**src/rtl/dds_pkg.sv**
```systemverilog
// dds_pkg: shared state encoding and bus widths for the DDS parallel port controller
package dds_pkg;

    localparam int DDS_AW = 8;
    localparam int DDS_DW = 8;

    typedef enum logic [3:0] {
        IDLE,
        CS_SU,
        A_LO,
        A_HI,
        D_LO,
        D_HI,
        CS_HD,
        IOUP,
        DONE
    } dds_state_t;

endpackage

```
**src/rtl/dds_rr_arb2.sv**
```systemverilog
// dds_rr_arb2: two-way round-robin arbiter; a lone requester always wins
module dds_rr_arb2 (
    input  logic       clk,
    input  logic       rstn,
    input  logic [1:0] valid,
    input  logic       en,
    output logic [1:0] grant
);

    logic last;

    // on contention, grant the port that did not win last time
    always_comb grant = !en ? 2'b00 : (&valid) ? (last ? 2'b01 : 2'b10) : valid;

    // remember the most recent winner; reset state makes port 0 win first
    always_ff @(posedge clk or negedge rstn)
        if (!rstn) last <= 1'b1;
        else if (|grant) last <= grant[1];

endmodule

```
**src/rtl/dds_par_port_ctrl.sv**
```systemverilog
// dds_par_port_ctrl: sequences the DDS 8-bit parallel port for two requesters
module dds_par_port_ctrl
    import dds_pkg::*;
#(
    parameter int PCLK_HALF = 2,
    parameter int IOUP_W    = 4
) (
    input  logic              clk,
    input  logic              rstn,
    input  logic              req0_valid,
    output logic              req0_ready,
    input  logic              req0_rw,
    input  logic [DDS_AW-1:0] req0_addr,
    input  logic [DDS_DW-1:0] req0_wdata,
    input  logic              req0_io_up,
    output logic              req0_done,
    output logic [DDS_DW-1:0] req0_rdata,
    input  logic              req1_valid,
    output logic              req1_ready,
    input  logic              req1_rw,
    input  logic [DDS_AW-1:0] req1_addr,
    input  logic [DDS_DW-1:0] req1_wdata,
    input  logic              req1_io_up,
    output logic              req1_done,
    output logic [DDS_DW-1:0] req1_rdata,
    output logic              busy,
    output logic              DDS_CSn,
    output logic              DDS_RWn,
    output logic              DDS_PCLK,
    output logic [DDS_AW-1:0] DDS_DataOut,
    output logic              DDS_ReadEn,
    input  logic [DDS_DW-1:0] DDS_DataIn,
    output logic              DDS_IOup
);

    localparam int CMAX = PCLK_HALF > IOUP_W ? PCLK_HALF : IOUP_W;
    localparam int CW   = $clog2(CMAX) + 1;
    localparam logic [CW-1:0] PH_LD = CW'(PCLK_HALF - 1);
    localparam logic [CW-1:0] IW_LD = CW'(IOUP_W - 1);

    dds_state_t        state;
    logic [CW-1:0]     cnt;
    logic              own, rw, io_up, last, sel, fin;
    logic [DDS_DW-1:0] wdata, rbuf;
    logic [1:0]        grant;

    dds_rr_arb2 u_arb (
        .clk   (clk),
        .rstn  (rstn),
        .valid ({req1_valid, req0_valid}),
        .en    (state == IDLE),
        .grant (grant)
    );

    assign req0_ready = grant[0];
    assign req1_ready = grant[1];
    assign sel        = grant[1];
    assign busy       = state != IDLE;
    assign last       = cnt == '0;

    // leave for DONE from CS_HD when no IO_update is due, or at the end of the IOUP pulse
    always_comb fin = (state == CS_HD && !(!rw && io_up)) || (state == IOUP && last);

    // port sequencer: every pin is set on entry to the state that owns its value
    always_ff @(posedge clk or negedge rstn) begin
        if (!rstn) begin
            state       <= IDLE;
            cnt         <= '0;
            own         <= 1'b0;
            rw          <= 1'b0;
            io_up       <= 1'b0;
            wdata       <= '0;
            rbuf        <= '0;
            DDS_CSn     <= 1'b1;
            DDS_RWn     <= 1'b1;
            DDS_PCLK    <= 1'b0;
            DDS_DataOut <= '0;
            DDS_ReadEn  <= 1'b0;
            DDS_IOup    <= 1'b0;
            req0_done   <= 1'b0;
            req1_done   <= 1'b0;
            req0_rdata  <= '0;
            req1_rdata  <= '0;
        end else begin
            req0_done <= 1'b0;
            req1_done <= 1'b0;
            case (state)
                IDLE: if (|grant) begin
                    own         <= sel;
                    rw          <= sel ? req1_rw : req0_rw;
                    io_up       <= sel ? req1_io_up : req0_io_up;
                    wdata       <= sel ? req1_wdata : req0_wdata;
                    DDS_CSn     <= 1'b0;
                    DDS_RWn     <= sel ? req1_rw : req0_rw;
                    DDS_DataOut <= sel ? req1_addr : req0_addr;
                    state       <= CS_SU;
                end
                CS_SU: begin
                    cnt   <= PH_LD;
                    state <= A_LO;
                end
                A_LO: if (last) begin
                    cnt      <= PH_LD;
                    DDS_PCLK <= 1'b1;
                    state    <= A_HI;
                end else cnt <= cnt - 1'b1;
                A_HI: if (last) begin
                    cnt         <= PH_LD;
                    DDS_PCLK    <= 1'b0;
                    DDS_ReadEn  <= rw;
                    DDS_DataOut <= rw ? '0 : wdata;
                    state       <= D_LO;
                end else cnt <= cnt - 1'b1;
                D_LO: if (last) begin
                    cnt      <= PH_LD;
                    DDS_PCLK <= 1'b1;
                    state    <= D_HI;
                end else cnt <= cnt - 1'b1;
                D_HI: if (last) begin
                    rbuf        <= DDS_DataIn;
                    DDS_PCLK    <= 1'b0;
                    DDS_CSn     <= 1'b1;
                    DDS_RWn     <= 1'b1;
                    DDS_ReadEn  <= 1'b0;
                    DDS_DataOut <= '0;
                    state       <= CS_HD;
                end else cnt <= cnt - 1'b1;
                CS_HD: if (!rw && io_up) begin
                    cnt      <= IW_LD;
                    DDS_IOup <= 1'b1;
                    state    <= IOUP;
                end
                IOUP: if (last) DDS_IOup <= 1'b0;
                      else cnt <= cnt - 1'b1;
                DONE: state <= IDLE;
                default: state <= IDLE;
            endcase
            if (fin) begin
                state     <= DONE;
                req0_done <= !own;
                req1_done <= own;
                if (rw && !own) req0_rdata <= rbuf;
                if (rw && own) req1_rdata <= rbuf;
            end
        end
    end

endmodule

```
**config.mk**
```make
export PLATFORM = sky130hd
export DESIGN_NAME = dds_par_port_ctrl
export DESIGN_NICKNAME = d
export VERILOG_FILES = /design/src/rtl/dds_pkg.sv /design/src/rtl/dds_rr_arb2.sv /design/src/rtl/dds_par_port_ctrl.sv
export SDC_FILE = /design/constraint.sdc
export NUM_CORES = 1
export LEC_CHECK = 0
export BUFFER_PORTS_ARGS = -buffer_cell sky130_fd_sc_hd__buf_2
export CAP_MARGIN = 30
export CORE_ASPECT_RATIO = 0.9
export CORE_MARGIN = 2
export CORE_UTILIZATION = 30
export CTS_CLUSTER_DIAMETER = 30
export DETAILED_ROUTE_END_ITERATION = 8
export PLACE_DENSITY = 0.61
export SKIP_LAST_GASP = 1
export SLEW_MARGIN = 20
export SYNTH_ARGS = -nofsm -noshare
export SYNTH_HDL_FRONTEND = slang
export SYNTH_SLANG_ARGS = --single-unit
```
**constraint.sdc**
```tcl
create_clock -name clk -period 3.6 [get_ports clk]
set_input_delay 0.18 -clock clk [delete_from_list [all_inputs] [get_ports clk]]
set_output_delay 0.18 -clock clk [all_outputs]
set_load 0.005 [all_outputs]
```
==> flow_metrics.tcl, run 1 <==
set metrics [dict create \
    status "completed" \
    setup_viol 0 \
    grt_pass1_wl_um 10400 \
    critical_path_arrival_ns 2.03 \
    antenna_left 0 \
    worstPathRequired_ns 3.42 \
    syn_area_sq_mm 0.00276 \
    globalplace.congestion 0.866 \
    drive_gt1_share_pct 40.5 \
    io-pin-count 82 \
    start_util_pct 30.6 \
    synth_top_area_cell "dfrtp_1" \
    worst_pin_slew_ns 0.689 \
    hold_slack_ns 0.0864 \
    reg2reg_slack_ns 1.43 \
    maxSlewHeadroom_pct 54.1 \
    port_buffers 81 \
    htreeDepth 3 \
    cts_root_buf "clkbuf_8" \
    place_hpwl_um 4430 \
    netlist_top_cells_count "55 x dfrtp_1, 27 x mux2_2, 19 x mux2i_1, 19 x nand2_1, 18 x o21ai_0" \
    critPathSlowestCell "nor4_4" \
    worstReg2RegEnd "rbuf[7]" \
    syn_inst 241 \
    synth_area_per_cell_sq_um 11.4 \
    period_needed_ns 2.21 \
    end_kind "output port" \
    synth-async-reset-ratio_pct 100 \
    viasPerCell 4.61 \
    die_h_um 94.9 \
    ys.flop_type "dfrtp_1" \
    wl_per_cell_um 13.8 \
    fin_skew_ns 0.00422 \
    drt_iter0_markers 144 \
    grt_max_degree 31 \
    finalHoldViolCount 0 \
    vdd.ir_drop.worst_v 0.000331 \
    rows 33 \
    drv_cap 0 \
    num_vias 2076 \
    synth_most_common_cell "dfrtp_1" \
    crit_type "reg2out" \
    cts.sinks 58 \
    die_area_sq_mm 0.00997 \
    holdCritPathClass "in2reg" \
    worstPathCellList "nor4_4, nand2_4, inv_1, buf_2" \
    clock_path_buffers 2 \
    drt-total-wl_um 6230 \
    min_path_cells 2 \
    fin_nets 373 \
    hp-start "DDS_DataIn[0]" \
    syn-num-nets 291 \
    rr_startpoint "state[0]" \
    synth-seq-cells 58 \
    area_delta_synth_final_pct 26.9 \
    synth.distinct_cells 41 \
    yosysWarnings 0 \
    critPathLaunchType "register" \
    period_share_pct 61.3 \
    cts_resized 0 \
    fillers 938 \
    finalInstanceArea_sq_mm 0.00350 \
    holdPathEnd "rbuf[0]" \
    grt_usage_pct 13.3 \
    grt_overflow_total 0 \
    die_w_um 105 \
    synth-edff-count 0 \
    p_total_mw 2.86 \
    coreArea_sq_mm 0.00900 \
    ys_seq_area_share_pct 52.8 \
    ff2ff_path_depth 3 \
    path_max_fanout 19 \
    grt_setup_unrepaired "false" \
    total_leakage_power_nw 1.78 \
    clock.fmax_mhz 453 \
    synth_area_leaders "dfrtp_1 50%, mux2_2 11%, mux2i_1 6.9%, o21ai_0 3.3%, dfstp_2 2.9%" \
    maxSlewViolCount 0 \
    setup_tns_ns 0 \
    insertion_delay_ns 0.32 \
    antenna_cells 0 \
    cts_tree "yes" \
    drc 0 \
    first_pass_iters 4 \
    grt_pass1_vias 2076 \
    cts_buffers 9 \
    placed_area_sq_mm 0.00325 \
    antenna_found_initial 0 \
    clk_pin_slew_ns 0.06 \
    slowest_delay_ns 0.60 \
    powerDensity_mw_per_mm2 817 \
    netlist.area_leader.share_pct 50.0 \
]
[state kept, by name, summed over array words and instances, names as in the netlist]
name / cells
DDS_CSn: 1
DDS_DataOut: 8
DDS_IOup: 1
DDS_PCLK: 1
DDS_RWn: 1
DDS_ReadEn: 1
cnt: 3
io_up: 1
own: 1
rbuf: 8
req0_done: 1
req0_rdata: 8
req1_done: 1
req1_rdata: 8
rw: 1
state: 4
u_arb.last: 1
wdata: 8
[how the worst max path moves through the flow]
stage                        start            end  slack [ns]
after global routing      state[1]     req1_ready        1.23
after CTS                   cnt[1]        rbuf[7]        1.42
after floorplan             cnt[0]  req1_rdata[0]        1.95
after detailed placement    cnt[1]        rbuf[7]        1.45
after global placement    state[0]        rbuf[6]        1.48
final                     state[1]     req1_ready        1.39
[cell usage in the layout (no fill, tap or decap), types with 2 or more instances in the layout]
| cell type | netlist | routed |
|---|---|---|
| buf_2 | 8 | 82 |
| dfrtp_1 | 55 | 55 |
| mux2_2 | 27 | 27 |
| nand2_1 | 19 | 19 |
| mux2i_1 | 19 | 19 |
| o21ai_0 | 18 | 18 |
| inv_1 | 14 | 14 |
| a21oi_1 | 10 | 10 |
| clkbuf_8 | 0 | 10 |
| nand3_1 | 9 | 9 |
| o221ai_1 | 8 | 8 |
| nand2b_1 | 5 | 5 |
| nor2b_1 | 4 | 4 |
| nor3_1 | 4 | 4 |
| dfstp_2 | 3 | 3 |
| nor2_1 | 3 | 3 |
| a211oi_1 | 3 | 3 |
| nand3b_1 | 2 | 2 |
| nor3b_1 | 2 | 2 |
| a211o_1 | 2 | 2 |
| o211ai_1 | 2 | 2 |
| a31oi_1 | 2 | 2 |
| ha_1 | 2 | 2 |
| clkinv_2 | 0 | 2 |
| bufinv_16 | 0 | 2 |
[power by group]
| part | leakage (nW) | switching [mW] | internal [mW] |
|---|---|---|---|
| Clock | 0.109 | 0.247 | 0.406 |
| Sequential | 0.720 | 0.227 | 0.945 |
| Combinational | 0.955 | 0.530 | 0.501 |
[per-layer routing]
metal,vias up,wire length (um),global-route usage [%]
met1,969,2840,16.9
met2,71,2950,21.1
met3,4,414,5.80
li1,1032,-,-
met5,-,0,0
met4,0,28,3.00
[cell families (layout without fill, tap and decap cells)]
family          after synthesis  count (layout)  share of synthesized area (%)
compound gates               49              49                           11.6
simple gates                 57              57                           11.9
buf+inv                      28             115                           4.59
mux                          46              46                           17.9
flops                        58              58                           52.8
fa+ha+maj                     2               2                          0.908
xor+xnor                      1               1                          0.318
[through the flow]
stage	setup slack [ns]	util (%)	instances
detailed placement	1.45	36.2	432
floorplan	1.95	-	241
finish	1.39	38.8	450
CTS	1.42	38.7	449
global placement	1.48	36.2	432
global route	1.23	38.8	450
[cell type report]
cell class | instances | area [sq um] | share of cell area, %
flip-flops and latches | 58 | 1460 | 41.6
multi-input cells | 155 | 1180 | 33.9
repair buffers | 84 | 428 | 12.2
well taps | 122 | 153 | 4.37
clock buffers | 11 | 141 | 4.04
clock inverters | 5 | 77.6 | 2.22
inverters | 15 | 56.3 | 1.61
[critical path: cells and delay by family (launching register included)]
| family | cells | cell delay [ns] |
|---|---|---|
| simple gates | 2 | 0.92 |
| buf+inv | 2 | 0.21 |
| flops | 1 | 0.57 |
[what timing repair did]
action                     CTS  global route
hold buffers                 1             0
hold endpoints to repair    27             0
setup endpoints to repair    0             0
buffers inserted             0             0
Note: power is estimated with default switching activity, not from simulation.
==> run 2, diff against run 1 <==
- clock period: 3.6 -> 2.2 ns (I/O delays scaled with it)
==> run 2 against run 1 <==
- die area did not move
- global-route usage rose by 0.48 points
- first-iteration DRC count rose by 4.9%
- core utilization rose by 1.5 points
- non-clock buffer count rose by 16
- critical path type unchanged
- largest cell class unchanged
- highest routed layer unchanged
==> flow_metrics.tcl, run 2 (synthesized netlist as in run 1, its figures left out) <==
set metrics [dict create \
    multi_input_area_sq_mm 0.00118 \
    port_buffers 81 \
    cts_tree "yes" \
    holdCritPathClass "in2reg" \
    cts_root_buf "clkbuf_8" \
    wl_per_cell_um 13.7 \
    switching_share_pct 35.1 \
    final_util_pct 40.4 \
    post-cts-setup-buffer-count 0 \
    powerDensity_mw_per_mm2 1310 \
    wl_met2_um 2970 \
    final_common_cell "buf_2" \
    power.switching_mw 1.67 \
    worst_slack_ns 0.238 \
    antenna_left 0 \
    drive_gt1_share_pct 40.7 \
    rows 33 \
    vdd.ir_drop.worst_v 0.000571 \
    die_h_um 94.9 \
    drc 0 \
    place_hpwl_um 4560 \
    insertion_delay_ns 0.34 \
    clock_path_buffers 2 \
    htreeDepth 3 \
    period_share_pct 89.2 \
    placed_area_sq_mm 0.00331 \
    grt_pass1_wl_um 10500 \
    drv_cap 0 \
    worst_pin_slew_ns 0.764 \
    highest-signal-layer "met4" \
    post-place-cells 440 \
    grt_overflow_total 0 \
    die_w_um 105 \
    fin_nets 389 \
    met1Wirelength_um 2870 \
    start_util_pct 30.6 \
    first_pass_iters 4 \
    grt_setup_unrepaired "false" \
    final_cells 466 \
    critPathLaunchType "register" \
    total_leakage_power_nw 1.85 \
    p_seq_share_pct 38.9 \
    status "completed" \
    met3_length_um 467 \
    setup_viol 0 \
    clock.fmax_mhz 510 \
    drt-total-wl_um 6410 \
    pre_cts_ws_ns 0.233 \
    worstPathRequired_ns 2.09 \
    die_area_sq_mm 0.00997 \
    drt_iter0_markers 151 \
    intPower_mw 3.10 \
    end_kind "output port" \
    p_comb_share_pct 38.2 \
    clkPwrFrac_pct 22.9 \
    cts.sinks 58 \
    clk_pin_slew_ns 0.06 \
    area_delta_synth_final_pct 31.9 \
    antenna_cells 0 \
    grt_usage_pct 13.8 \
    grt_pass1_vias 2130 \
    finalInstanceArea_sq_mm 0.00363 \
    cts_buffers 9 \
    seq_area_sq_mm 0.00146 \
    crit_type "reg2out" \
    finalHoldViolCount 0 \
    critical_path_arrival_ns 1.85 \
    fin_skew_ns 0.00772 \
    path_max_fanout 19 \
    num_vias 2173 \
    setup_tns_ns 0 \
    grt_max_degree 28 \
    final_cell_mix "81 x buf_2, 55 x dfrtp_1, 27 x mux2_2" \
    antenna_found_initial 0 \
    globalplace.congestion 0.815 \
    coreArea_sq_mm 0.00900 \
    viasPerCell 4.66 \
    maxSlewViolCount 0 \
    maxSlewHeadroom_pct 49.0 \
    period_needed_ns 1.96 \
    fillers 922 \
    io-pin-count 82 \
]
[run 2: changes by cell type in the layout (fill, tap and decap cells not counted), sizes merged]
cell and change:
dlygate4sd3 +9, buf +7
[run 2: area by class of cell]
type	instances	area share, %
inverter	15	1.55
sequential	58	40.0
clock buffer	11	3.89
timing repair buffer	100	15.8
tap	122	4.20
multi-input combinational	155	32.4
clock inverter	5	2.13
[run 2: path summary, 6_finish.rpt]
path	startpoint	endpoint	slack [ns]	depth (start not counted)
worst max-delay path	state[0]	req1_ready	0.24	5
worst min-delay path	req1_valid	u_arb.last	0.06	3
worst max register to register	cnt[0]	req1_rdata[2]	0.26	6
worst min register to register	DDS_CSn	DDS_CSn	0.46	2
max in group asynchronous	rstn	DDS_RWn	1.14	3
min in group asynchronous	rstn	DDS_DataOut[3]	0.32	2
[run 2: what timing repair did]
item	CTS	global route
resized for setup	0	0
endpoints found under the hold margin	32	0
hold buffers	10	0
[run 2: through the flow]
stage | total power [mW] | hold WS [ns]
detailed placement | 3.70 | 0.167
CTS | 4.84 | 0.0443
global placement | 3.66 | 0.165
global route | 5.17 | 0.0668
floorplan | 3.07 | -0.186
finish | 4.77 | 0.0645
[run 2: per-layer routing]
metal / up-vias / global-route usage (%)
met2: 75 / 21.6
li1: 1061 / -
met4: 0 / 5.67
met1: 1025 / 17.5
met5: - / 0
met3: 12 / 4.76
[run 2: critical path, stage by stage (launching register included)]
cell and delay [ns]:
dfrtp_1 0.48, nor4_4 0.45, buf_4 0.19, nand2_4 0.18, inv_1 0.10, buf_2 0.11
[run 2: power groups by stage]
| stage | clock network (mW) | registers, mW | logic [mW] |
|---|---|---|---|
| detailed placement | 0 | 1.88 | 1.82 |
| global placement | 0 | 1.86 | 1.80 |
| floorplan | 0 | 1.82 | 1.25 |
| global route | 1.16 | 1.93 | 2.08 |
| finish | 1.09 | 1.85 | 1.82 |
| CTS | 1.13 | 1.86 | 1.85 |
